**src/rtl/pool_window_feeder.sv**
```systemverilog
// Window sequencer for the FP16 average-pool unit: walks a row-major feature map,
// streams each KxK window serially into the pool unit and writes the pooled results.
module pool_window_feeder #(
   parameter int unsigned DATA_WIDTH    = 16,
   parameter int unsigned ADDR_WIDTH    = 12,
   parameter int unsigned DIM_WIDTH     = 8,
   parameter int unsigned K_WIDTH       = 3,
   parameter int unsigned CLK_NUM_WIDTH = 8
) (
   input  logic                     clk,
   input  logic                     rst,
   input  logic                     start,
   input  logic [DIM_WIDTH-1:0]     fm_width,
   input  logic [DIM_WIDTH-1:0]     fm_height,
   input  logic [K_WIDTH-1:0]       pool_k,
   input  logic [K_WIDTH-1:0]       pool_stride,
   input  logic [ADDR_WIDTH-1:0]    fm_base_addr,
   input  logic [ADDR_WIDTH-1:0]    out_base_addr,
   output logic                     fm_rd_en,
   output logic [ADDR_WIDTH-1:0]    fm_rd_addr,
   input  logic [DATA_WIDTH-1:0]    fm_rd_data,
   output logic                     avg_rst_n,
   output logic [DATA_WIDTH-1:0]    avg_input_data,
   output logic [CLK_NUM_WIDTH-1:0] data_num,
   input  logic                     result_ready,
   input  logic [DATA_WIDTH-1:0]    avg_pool_result,
   output logic                     out_wr_en,
   output logic [ADDR_WIDTH-1:0]    out_wr_addr,
   output logic [DATA_WIDTH-1:0]    out_wr_data,
   output logic                     busy,
   output logic                     done
);

   localparam int unsigned EXT_WIDTH  = DIM_WIDTH + 1;
   localparam int unsigned PROD_WIDTH = EXT_WIDTH + DIM_WIDTH;

   typedef enum logic [2:0] {
      ST_IDLE,
      ST_FETCH,
      ST_STREAM,
      ST_WAIT,
      ST_WRITE,
      ST_DONE
   } state_t;

   state_t state, state_nxt;

   logic [DIM_WIDTH-1:0]     cfg_w, cfg_w_nxt, cfg_h, cfg_h_nxt;
   logic [DIM_WIDTH-1:0]     r0, r0_nxt, c0, c0_nxt;
   logic [K_WIDTH-1:0]       cfg_k, cfg_k_nxt, cfg_s, cfg_s_nxt;
   logic [K_WIDTH-1:0]       row, row_nxt, col, col_nxt;
   logic [ADDR_WIDTH-1:0]    fm_base, fm_base_nxt, out_base, out_base_nxt;
   logic [ADDR_WIDTH-1:0]    win_idx, win_idx_nxt;
   logic [CLK_NUM_WIDTH-1:0] rd_left, rd_left_nxt;
   logic                     last_win, last_win_nxt, rd_pend, rd_pend_nxt;

   logic                     fm_rd_en_nxt, avg_rst_n_nxt, out_wr_en_nxt, busy_nxt, done_nxt;
   logic [ADDR_WIDTH-1:0]    fm_rd_addr_nxt, out_wr_addr_nxt;
   logic [DATA_WIDTH-1:0]    avg_input_data_nxt, out_wr_data_nxt;
   logic [CLK_NUM_WIDTH-1:0] data_num_nxt;

   logic [CLK_NUM_WIDTH-1:0] k_sq;
   logic                     cfg_bad;
   logic [EXT_WIDTH-1:0]     row_sum, c0_step, r0_step;
   logic [PROD_WIDTH-1:0]    row_prod;
   logic [ADDR_WIDTH-1:0]    elem_addr;
   logic [K_WIDTH-1:0]       k_last, adv_row, adv_col;
   logic                     col_wrap, row_wrap, col_fits, row_fits;

   assign k_sq    = CLK_NUM_WIDTH'(pool_k) * CLK_NUM_WIDTH'(pool_k);
   assign cfg_bad = (pool_k == '0) || (DIM_WIDTH'(pool_k) > fm_width) ||
                    (DIM_WIDTH'(pool_k) > fm_height);

   // Address of the next element to read: base + (r0+row)*W + c0 + col, modulo the buffer size
   assign row_sum   = EXT_WIDTH'(r0) + EXT_WIDTH'(row);
   assign row_prod  = PROD_WIDTH'(row_sum) * PROD_WIDTH'(cfg_w);
   assign elem_addr = fm_base + ADDR_WIDTH'(row_prod) + ADDR_WIDTH'(c0) + ADDR_WIDTH'(col);

   // Row-major advance of the in-window element index; wraps to (0,0) after the last element
   assign k_last   = cfg_k - K_WIDTH'(1);
   assign col_wrap = (col == k_last);
   assign row_wrap = (row == k_last);
   assign adv_col  = col_wrap ? '0 : col + K_WIDTH'(1);
   assign adv_row  = !col_wrap ? row : (row_wrap ? '0 : row + K_WIDTH'(1));

   assign c0_step  = EXT_WIDTH'(c0) + EXT_WIDTH'(cfg_s);
   assign r0_step  = EXT_WIDTH'(r0) + EXT_WIDTH'(cfg_s);
   assign col_fits = (c0_step + EXT_WIDTH'(cfg_k)) <= EXT_WIDTH'(cfg_w);
   assign row_fits = (r0_step + EXT_WIDTH'(cfg_k)) <= EXT_WIDTH'(cfg_h);

   // Next-state and next-output logic
   always_comb begin
      state_nxt          = state;
      cfg_w_nxt          = cfg_w;
      cfg_h_nxt          = cfg_h;
      cfg_k_nxt          = cfg_k;
      cfg_s_nxt          = cfg_s;
      fm_base_nxt        = fm_base;
      out_base_nxt       = out_base;
      r0_nxt             = r0;
      c0_nxt             = c0;
      row_nxt            = row;
      col_nxt            = col;
      win_idx_nxt        = win_idx;
      rd_left_nxt        = rd_left;
      last_win_nxt       = last_win;
      rd_pend_nxt        = fm_rd_en;
      fm_rd_en_nxt       = 1'b0;
      fm_rd_addr_nxt     = fm_rd_addr;
      avg_rst_n_nxt      = avg_rst_n;
      avg_input_data_nxt = rd_pend ? fm_rd_data : '0;
      data_num_nxt       = data_num;
      out_wr_en_nxt      = 1'b0;
      out_wr_addr_nxt    = out_wr_addr;
      out_wr_data_nxt    = out_wr_data;
      busy_nxt           = busy;
      done_nxt           = 1'b0;

      // The pool unit leaves reset together with the first element it receives
      if (rd_pend) begin
         avg_rst_n_nxt = 1'b1;
      end

      case (state)
         ST_IDLE: begin
            if (start) begin
               cfg_w_nxt    = fm_width;
               cfg_h_nxt    = fm_height;
               cfg_k_nxt    = pool_k;
               cfg_s_nxt    = (pool_stride == '0) ? K_WIDTH'(1) : pool_stride;
               fm_base_nxt  = fm_base_addr;
               out_base_nxt = out_base_addr;
               data_num_nxt = k_sq;
               r0_nxt       = '0;
               c0_nxt       = '0;
               win_idx_nxt  = '0;
               last_win_nxt = 1'b0;
               busy_nxt     = 1'b1;
               if (cfg_bad) begin
                  state_nxt = ST_DONE;
                  done_nxt  = 1'b1;
                  busy_nxt  = 1'b0;
               end else begin
                  // Element (0,0) of window 0 sits at the base address itself
                  state_nxt      = ST_FETCH;
                  fm_rd_en_nxt   = 1'b1;
                  fm_rd_addr_nxt = fm_base_addr;
                  rd_left_nxt    = k_sq - CLK_NUM_WIDTH'(1);
                  row_nxt        = '0;
                  col_nxt        = (pool_k == K_WIDTH'(1)) ? '0 : K_WIDTH'(1);
               end
            end
         end

         ST_FETCH, ST_STREAM: begin
            if (rd_left != '0) begin
               state_nxt      = ST_STREAM;
               fm_rd_en_nxt   = 1'b1;
               fm_rd_addr_nxt = elem_addr;
               rd_left_nxt    = rd_left - CLK_NUM_WIDTH'(1);
               row_nxt        = adv_row;
               col_nxt        = adv_col;
            end else begin
               state_nxt = ST_WAIT;
            end
         end

         ST_WAIT: begin
            if (result_ready) begin
               state_nxt       = ST_WRITE;
               out_wr_en_nxt   = 1'b1;
               out_wr_data_nxt = avg_pool_result;
               out_wr_addr_nxt = out_base + win_idx;
               avg_rst_n_nxt   = 1'b0;
               win_idx_nxt     = win_idx + ADDR_WIDTH'(1);
               // Move the origin now so the next window's first read is ready after WRITE
               if (col_fits) begin
                  c0_nxt = DIM_WIDTH'(c0_step);
               end else if (row_fits) begin
                  c0_nxt = '0;
                  r0_nxt = DIM_WIDTH'(r0_step);
               end else begin
                  last_win_nxt = 1'b1;
               end
            end
         end

         ST_WRITE: begin
            if (last_win) begin
               state_nxt = ST_DONE;
               done_nxt  = 1'b1;
               busy_nxt  = 1'b0;
            end else begin
               state_nxt      = ST_FETCH;
               fm_rd_en_nxt   = 1'b1;
               fm_rd_addr_nxt = elem_addr;
               rd_left_nxt    = data_num - CLK_NUM_WIDTH'(1);
               row_nxt        = adv_row;
               col_nxt        = adv_col;
            end
         end

         ST_DONE: begin
            state_nxt     = ST_IDLE;
            avg_rst_n_nxt = 1'b0;
         end

         default: begin
            state_nxt = ST_IDLE;
         end
      endcase
   end

   // State, context and output registers
   always_ff @(posedge clk or negedge rst) begin
      if (!rst) begin
         state          <= ST_IDLE;
         cfg_w          <= '0;
         cfg_h          <= '0;
         cfg_k          <= '0;
         cfg_s          <= '0;
         fm_base        <= '0;
         out_base       <= '0;
         r0             <= '0;
         c0             <= '0;
         row            <= '0;
         col            <= '0;
         win_idx        <= '0;
         rd_left        <= '0;
         last_win       <= 1'b0;
         rd_pend        <= 1'b0;
         fm_rd_en       <= 1'b0;
         fm_rd_addr     <= '0;
         avg_rst_n      <= 1'b0;
         avg_input_data <= '0;
         data_num       <= '0;
         out_wr_en      <= 1'b0;
         out_wr_addr    <= '0;
         out_wr_data    <= '0;
         busy           <= 1'b0;
         done           <= 1'b0;
      end else begin
         state          <= state_nxt;
         cfg_w          <= cfg_w_nxt;
         cfg_h          <= cfg_h_nxt;
         cfg_k          <= cfg_k_nxt;
         cfg_s          <= cfg_s_nxt;
         fm_base        <= fm_base_nxt;
         out_base       <= out_base_nxt;
         r0             <= r0_nxt;
         c0             <= c0_nxt;
         row            <= row_nxt;
         col            <= col_nxt;
         win_idx        <= win_idx_nxt;
         rd_left        <= rd_left_nxt;
         last_win       <= last_win_nxt;
         rd_pend        <= rd_pend_nxt;
         fm_rd_en       <= fm_rd_en_nxt;
         fm_rd_addr     <= fm_rd_addr_nxt;
         avg_rst_n      <= avg_rst_n_nxt;
         avg_input_data <= avg_input_data_nxt;
         data_num       <= data_num_nxt;
         out_wr_en      <= out_wr_en_nxt;
         out_wr_addr    <= out_wr_addr_nxt;
         out_wr_data    <= out_wr_data_nxt;
         busy           <= busy_nxt;
         done           <= done_nxt;
      end
   end

endmodule

```
**config.mk**
```make
export PLATFORM = sky130hd
export DESIGN_NAME = pool_window_feeder
export DESIGN_NICKNAME = d
export VERILOG_FILES = /design/src/rtl/pool_window_feeder.sv
export SDC_FILE = /design/constraint.sdc
export NUM_CORES = 1
export LEC_CHECK = 0
export ABC_AREA = 0
export ABC_CLOCK_PERIOD_IN_PS = 16590
export CAP_MARGIN = 25
export CORE_MARGIN = 2
export CORE_UTILIZATION = 61
export DETAILED_ROUTE_END_ITERATION = 12
export GPL_TIMING_DRIVEN = 0
export PLACE_DENSITY = 0.92
export SETUP_SLACK_MARGIN = 0.2
export SYNTH_ARGS = -nofsm -noshare
export SYNTH_HDL_FRONTEND = slang
export SYNTH_SLANG_ARGS = --single-unit
```
**constraint.sdc**
```tcl
create_clock -name clk -period 16.59 [get_ports clk]
set_input_delay 4.1475 -clock clk [delete_from_list [all_inputs] [get_ports clk]]
set_output_delay 4.1475 -clock clk [all_outputs]
set_load 0.02 [all_outputs]
```
==> results_dict.tcl, run 1 <==
set metrics [dict create \
    worst-path-max-fanout 8 \
    timing_max_transition_violations_final 0 \
    critPathSlowestCell "xnor2_1" \
    design.core.area_mm2 0.0178 \
    fillers 1185 \
    postCtsHoldBufs 0 \
    grt_use_met2_pct 54.1 \
    use_met1_pct 39.8 \
    cts-root-to-sink-buffers 2 \
    num-nets-final 1629 \
    grt_remaining_overflow 0 \
    critical_path.top_delay_family "adder cells" \
    cp_data_arrival_time_ns 7.34 \
    stages_on_worst_setup_path 24 \
    worst_r2r_path_depth 24 \
    route.detailed.vias_per_inst 5.87 \
    placementRows 49 \
    dpl_worst_slack_ns 9.47 \
    n_antenna_cell 0 \
    setup.worst_path.end_class "register" \
    synthToLayoutAreaGrowth_pct 21.5 \
    timing.setup.tns_ns 0 \
    outcome "complete, no violations" \
    worstHoldPathType "reg -> reg" \
    syn-mean-instance-area_um2 8.92 \
    timing_worst_slew_pin_value_ns 0.831 \
    rsz0062_at_grt "no" \
    routed-via-count 9672 \
    clk_pin_slew_worst_paths_ns 0.07 \
    detailed_place_hpwl_mm 21.9 \
    timing.critical_path.cells "ha_1 > inv_1 > fa_1 > nor2b_1 > o21ai_1 > xnor2_1 > nand2_1 > fa_1 > fa_1 > inv_1 > fa_1 > fa_1 > inv_1 > fa_1 > inv_1 > ha_1 > or2_2 > a21oi_1 > a31oi_1 > a31oi_1 > and3_1 > mux2i_1 > o211ai_1 > o22ai_1" \
    hold_violations 0 \
    route.antenna.remaining_nets 0 \
    worst_setup_path_start_kind "register" \
    ir_worst_vdd_uv 156 \
    floorplan.die_area_mm2 0.0192 \
    met3_usage_pct 8.15 \
    timing.critical_path.buf_inv 4 \
    post-route-min-period_ns 7.03 \
    initial_core_util_pct 61.9 \
    top_level_ports 151 \
    gp_congestion 0.937 \
    grt-busiest-layer "met2" \
    ctsHtreeMaxLevel 4 \
    wl_per_cell_um 18.3 \
    ys.flop_type "dfrtp_1" \
    clk_root_buffer_cell "clkbuf_16" \
    min_path_cells 0 \
    post-route-period-util_pct 42.4 \
    first_global_vias 9969 \
    max_freq_mhz 142 \
    finalWirelength_mm 30.2 \
    grt_pass1_wl_mm 49.5 \
    total_leakage_power_nw 6.38 \
    worst_slew_margin_rel_pct 44.2 \
    synthesis.area_mm2 0.0110 \
    timing_worst_setup_path_type "reg -> reg" \
    antenna_found_initial 0 \
    die_y_um 139 \
    cts_tree "done" \
    timing.final.ws_setup_ns 9.56 \
    synth_cells 1238 \
    clk_latency_ns 0.44 \
    worstPathRequired_ns 16.90 \
    io_buffer_count 146 \
    synth.yosys.warnings 0 \
    number_of_enable_type_register_cells_in_the_synthesized_netlist 0 \
    synth.ff_latch_count 158 \
    worst_path_most_repeated_cell "fa_1" \
    maxCapViolCount 0 \
    synth_async_sr_flop_share_pct 100 \
    multiInputGateArea_mm2 0.00635 \
    die_width_um 139 \
    grt_max_degree 117 \
    drt-initial-drc-count 1032 \
    drc 0 \
    groute.usage.overall_pct 32.3 \
    post_cts_buffers 0 \
    clock_skew_ns 0.00943 \
    synth.yosys.seq_area_share_pct 35.8 \
    final_setup_fails 0 \
    clock-sinks 158 \
    tritoncts.num_buffers 17 \
    post_cts.resized_instances 0 \
    drt_first_pass_iters 6 \
    share_of_layout_cells_above_drive_strength_1_pct 5.14 \
    power_mw 2.68 \
    synth.lib_cells_used.distinct 67 \
    ff_latch_area_mm2 0.00395 \
    total_power_divided_by_cell_area_mw_per_mm2 200 \
    timing.critical_path.slowest_cell_delay_ns 0.68 \
]
[cells by family after synthesis]
logic type | count (synthesis) | share of synthesized area [%]
muxes | 4 | 0.362
adders and majority gates | 141 | 19.9
other | 1 | 0.0339
and+or+nand+nor | 455 | 18.7
buffers and inverters | 192 | 6.84
DFF | 158 | 35.8
AOI/OAI and AO/OA | 212 | 12.1
xor gates and xnor gates | 75 | 6.27
[final timing paths]
path	start	end	slack [ns]
min in group asynchronous	rst	fm_base[10]$_DFFE_PN0P_	3.59
worst min register to register	fm_rd_en$_DFF_PN0_	rd_pend$_DFF_PN0_	0.41
max in group asynchronous	rst	cfg_w[3]$_DFFE_PN0P_	12.09
worst max-delay path	row[0]$_DFFE_PN0P_	fm_rd_addr[11]$_DFFE_PN0P_	9.56
worst max register to register	row[0]$_DFFE_PN0P_	fm_rd_addr[11]$_DFFE_PN0P_	9.56
worst min-delay path	fm_rd_en$_DFF_PN0_	rd_pend$_DFF_PN0_	0.41
[metal layers]
metal  vias up  part of all wire (%)
met1      4615                    37
met2       572                    49
met3       115                   9.6
met4         0                   4.2
met5         -                     0
li1       4370                     -
[layout by cell type (no fill, tap or decap), types with 13 or more instances in the layout]
master	Yosys	final
nor2b_1	13	13
clkbuf_16	0	17
inv_1	138	138
nor3_1	28	28
ha_1	83	83
dfrtp_1	158	158
a21oi_1	46	46
xnor2_1	47	47
nor2_1	55	55
o21ai_0	71	71
clkdlybuf4s50_1	0	145
a21o_1	15	15
nand3_1	26	26
nand2_1	244	244
xor2_1	24	24
fa_1	58	58
clkbuf_1	33	33
and2_1	38	38
[cells in the mapped netlist (all sizes together) (7+ instances only)]
cell type  count  share of area [%]
a21o          15                1.0
a21oi         49                2.4
nor2b         14               0.82
xnor2         49                4.0
nor3          29                1.4
a31oi          9               0.51
nor2          56                1.9
inv          140                4.8
fa            58                 11
nand3         26                1.2
xor2          25                2.0
nand2b        11               0.69
and2          38                2.2
ha            83                9.4
o31ai          9               0.66
o21ai         81                3.8
buf           19               0.96
and3          10               0.57
o22ai          7               0.40
dfrtp        158                 36
nand2        244                8.3
a22o          11               0.87
or3            8               0.45
clkbuf        33                1.1
[where the power goes]
group	switching (mW)	internal (mW)	total [mW]
registers	0.115	0.536	0.651
logic	0.964	0.665	1.63
clock network	0.170	0.230	0.400
[per-stage QoR]
stage | std cells | instance area [um2] | hold WS [ns] | utilization, %
final | 1648 | 13400 | 0.405 | 75.3
after global routing | 1648 | 13400 | 0.408 | 75.3
after CTS | 1648 | 13400 | 0.402 | 75.3
after detailed placement | 1616 | 12800 | 0.383 | 71.9
after global placement | 1615 | 12800 | 0.358 | 71.8
after floorplan | 1240 | 11100 | 0.452 | -
[final cells by class]
cell class,count,share of cell area (%)
plain buffers,52,1.71
flip-flops and latches,158,29.4
clock inverters,13,1.03
multi-input cells,890,47.3
inverters,140,3.91
clock buffers,19,3.37
repair buffers,147,11.1
well taps,229,2.13
[registers in the layout (all words and copies together), names as in the netlist, 3 cells and up]
register / cells
cfg_h: 8
out_wr_addr: 12
fm_base: 12
win_idx: 12
cfg_k: 3
avg_input_data: 16
state: 3
out_wr_data: 16
col: 3
rd_left: 8
data_num: 4
r0: 8
c0: 8
fm_rd_addr: 12
cfg_s: 3
row: 3
cfg_w: 8
out_base: 12
(Power assumes the default switching activity.)
==> run 2, diff against run 1 <==
- ABC_CLOCK_PERIOD_IN_PS: 16590 -> 7000
- CORE_UTILIZATION: 61 -> 56
- PLACE_DENSITY: 0.92 -> 0.86
- clock period: 16.59 -> 7 ns (I/O delays scaled with it)
==> results_dict.tcl, run 2 (synthesized netlist as in run 1, its figures left out) <==
set metrics [dict create \
    timing.setup.tns_ns 0 \
    drc 0 \
    groute.usage.overall_pct 29.9 \
    worstPathRequired_ns 7.31 \
    die_y_um 144 \
    layout_commonest_cell "nand2_1" \
    gp_congestion 0.950 \
    setup.worst_path.end_class "register" \
    post-route-period-util_pct 94.4 \
    route.detailed.vias_per_inst 5.64 \
    total_leakage_power_nw 6.44 \
    initial_core_util_pct 57.0 \
    routed-via-count 9522 \
    timing_worst_setup_path_type "reg -> reg" \
    clock-sinks 158 \
    clk_pin_slew_worst_paths_ns 0.07 \
    power_mw 6.39 \
    antenna_found_initial 0 \
    design.core.area_mm2 0.0194 \
    tritoncts.num_buffers 17 \
    io_buffer_count 146 \
    fillers 1469 \
    placementRows 51 \
    die_width_um 144 \
    synthToLayoutAreaGrowth_pct 22.8 \
    total_power_divided_by_cell_area_mw_per_mm2 471 \
    grt_pass1_wl_mm 47.9 \
    largest_registers "avg_input_data: 16 flops, out_wr_data: 16 flops" \
    grt_max_degree 113 \
    share_of_layout_cells_above_drive_strength_1_pct 5.83 \
    final_setup_fails 0 \
    worst_slew_margin_rel_pct 39.7 \
    route.antenna.remaining_nets 0 \
    layout_common_cells "nand2_1, dfrtp_1, clkdlybuf4s50_1" \
    worst_setup_path_start_kind "register" \
    worstHoldPathType "reg -> reg" \
    finished_layout_cells 1688 \
    ctsHtreeMaxLevel 4 \
    first_global_vias 9812 \
    max_freq_mhz 151 \
    num-nets-final 1633 \
    rsz0062_at_grt "no" \
    ff2ff_setup_slack_ns 0.39 \
    wl_per_cell_um 17.6 \
    finalWirelength_mm 29.8 \
    place.detailed.instances 1652 \
    post-route-min-period_ns 6.61 \
    ir_worst_vdd_uv 232 \
    clock_skew_ns 0.0153 \
    grt_remaining_overflow 0 \
    top_level_ports 151 \
    cts_tree "done" \
    maxCapViolCount 0 \
    fin_worst_hold_slack_ns 0.401 \
    cp_data_arrival_time_ns 6.92 \
    cts-root-to-sink-buffers 2 \
    min_path_cells 0 \
    drt-initial-drc-count 719 \
    timing_worst_slew_pin_value_ns 0.904 \
    worst_r2r_path_depth 23 \
    floorplan.die_area_mm2 0.0209 \
    hold_violations 0 \
    final_core_util_pct 69.9 \
    clk_latency_ns 0.44 \
    n_antenna_cell 0 \
    outcome "complete, no violations" \
    worst-path-max-fanout 6 \
    detailed_place_hpwl_mm 22.0 \
    drt_first_pass_iters 5 \
    clk_root_buffer_cell "clkbuf_16" \
    timing_max_transition_violations_final 0 \
]
==> run 2: changes by cell type in the layout (fill, tap and decap cells not counted), moves of 2 or more <==
cell / previous run / this run
buf_4: 4 / 8
clkbuf_8: 2 / 0
clkinv_2: 4 / 0
clkinv_8: 0 / 3
clkinvlp_4: 3 / 0
inv_8: 0 / 7
xnor2_1: 47 / 44
xnor2_2: 2 / 5
==> run 2: final cells by class <==
type,instances,area [um2],area share [%]
multi-input cells,890,6380,47.0
flip-flops and latches,158,3960,29.2
repair buffers,151,1520,11.2
inverters,140,526,3.87
clock buffers,17,425,3.14
well taps,265,332,2.44
plain buffers,52,230,1.70
clock inverters,15,193,1.42
==> run 2: worst paths after layout <==
path                                     from                          to
setup / recovery           row[2]$_DFFE_PN0P_  fm_rd_addr[11]$_DFFE_PN0P_
hold / removal             fm_rd_en$_DFF_PN0_           rd_pend$_DFF_PN0_
setup reg to reg           row[2]$_DFFE_PN0P_  fm_rd_addr[11]$_DFFE_PN0P_
hold reg to reg            fm_rd_en$_DFF_PN0_           rd_pend$_DFF_PN0_
max in group asynchronous                 rst  out_wr_addr[2]$_DFFE_PN0P_
min in group asynchronous                 rst           c0[5]$_DFFE_PN0P_
==> run 2: what timing repair did <==
action / 4_1_cts / 5_1_grt
setup endpoints to repair: 1 / 3
setup buffers: 0 / 4
pin swaps: 0 / 3
hold buffers: 0 / 0
gates resized for setup: 1 / 5
cloned: 0 / 0
==> run 2: through the flow <==
step	worst slack (ns)	instance area, um2
2_1_floorplan	1.05	11100
3_3_place_gp	-2.35	12800
3_5_place_dp	0.151	12900
4_1_cts	0.220	13500
5_1_grt	0.164	13600
6_report	0.394	13600
==> run 2: report_power, final <==
part | total (mW) | leakage (nW) | internal [mW] | switching [mW]
Combinational | 3.88 | 4.13 | 1.59 | 2.28
Clock | 0.978 | 0.304 | 0.519 | 0.459
Sequential | 1.53 | 2.00 | 1.27 | 0.266
Total | 6.39 | 6.44 | 3.38 | 3.01
==> run 2: routing by layer <==
metal	vias to the layer above	part of all wire (%)	track usage, %
met3	114	9.2	8.71
met4	0	5.2	15.5
met5	-	0	0
li1	4389	-	-
met2	448	48	50.1
met1	4571	38	34.8
==> run 2: worst max-delay path, stage by stage, from the launching register on <==
cell      delay (ns)
dfrtp_1         0.44
ha_1            0.42
a21oi_1         0.14
a21oi_1         0.31
xor2_1          0.47
nand2_1         0.15
fa_1            0.53
inv_1           0.06
fa_1            0.50
inv_1           0.05
fa_1            0.48
inv_1           0.06
fa_1            0.54
inv_1           0.06
fa_1            0.50
inv_1           0.05
ha_1            0.36
o21ai_0         0.16
a31oi_1         0.35
a31oi_2         0.20
nor3_1          0.25
mux2i_1         0.12
o211ai_1        0.14
o22ai_1         0.12
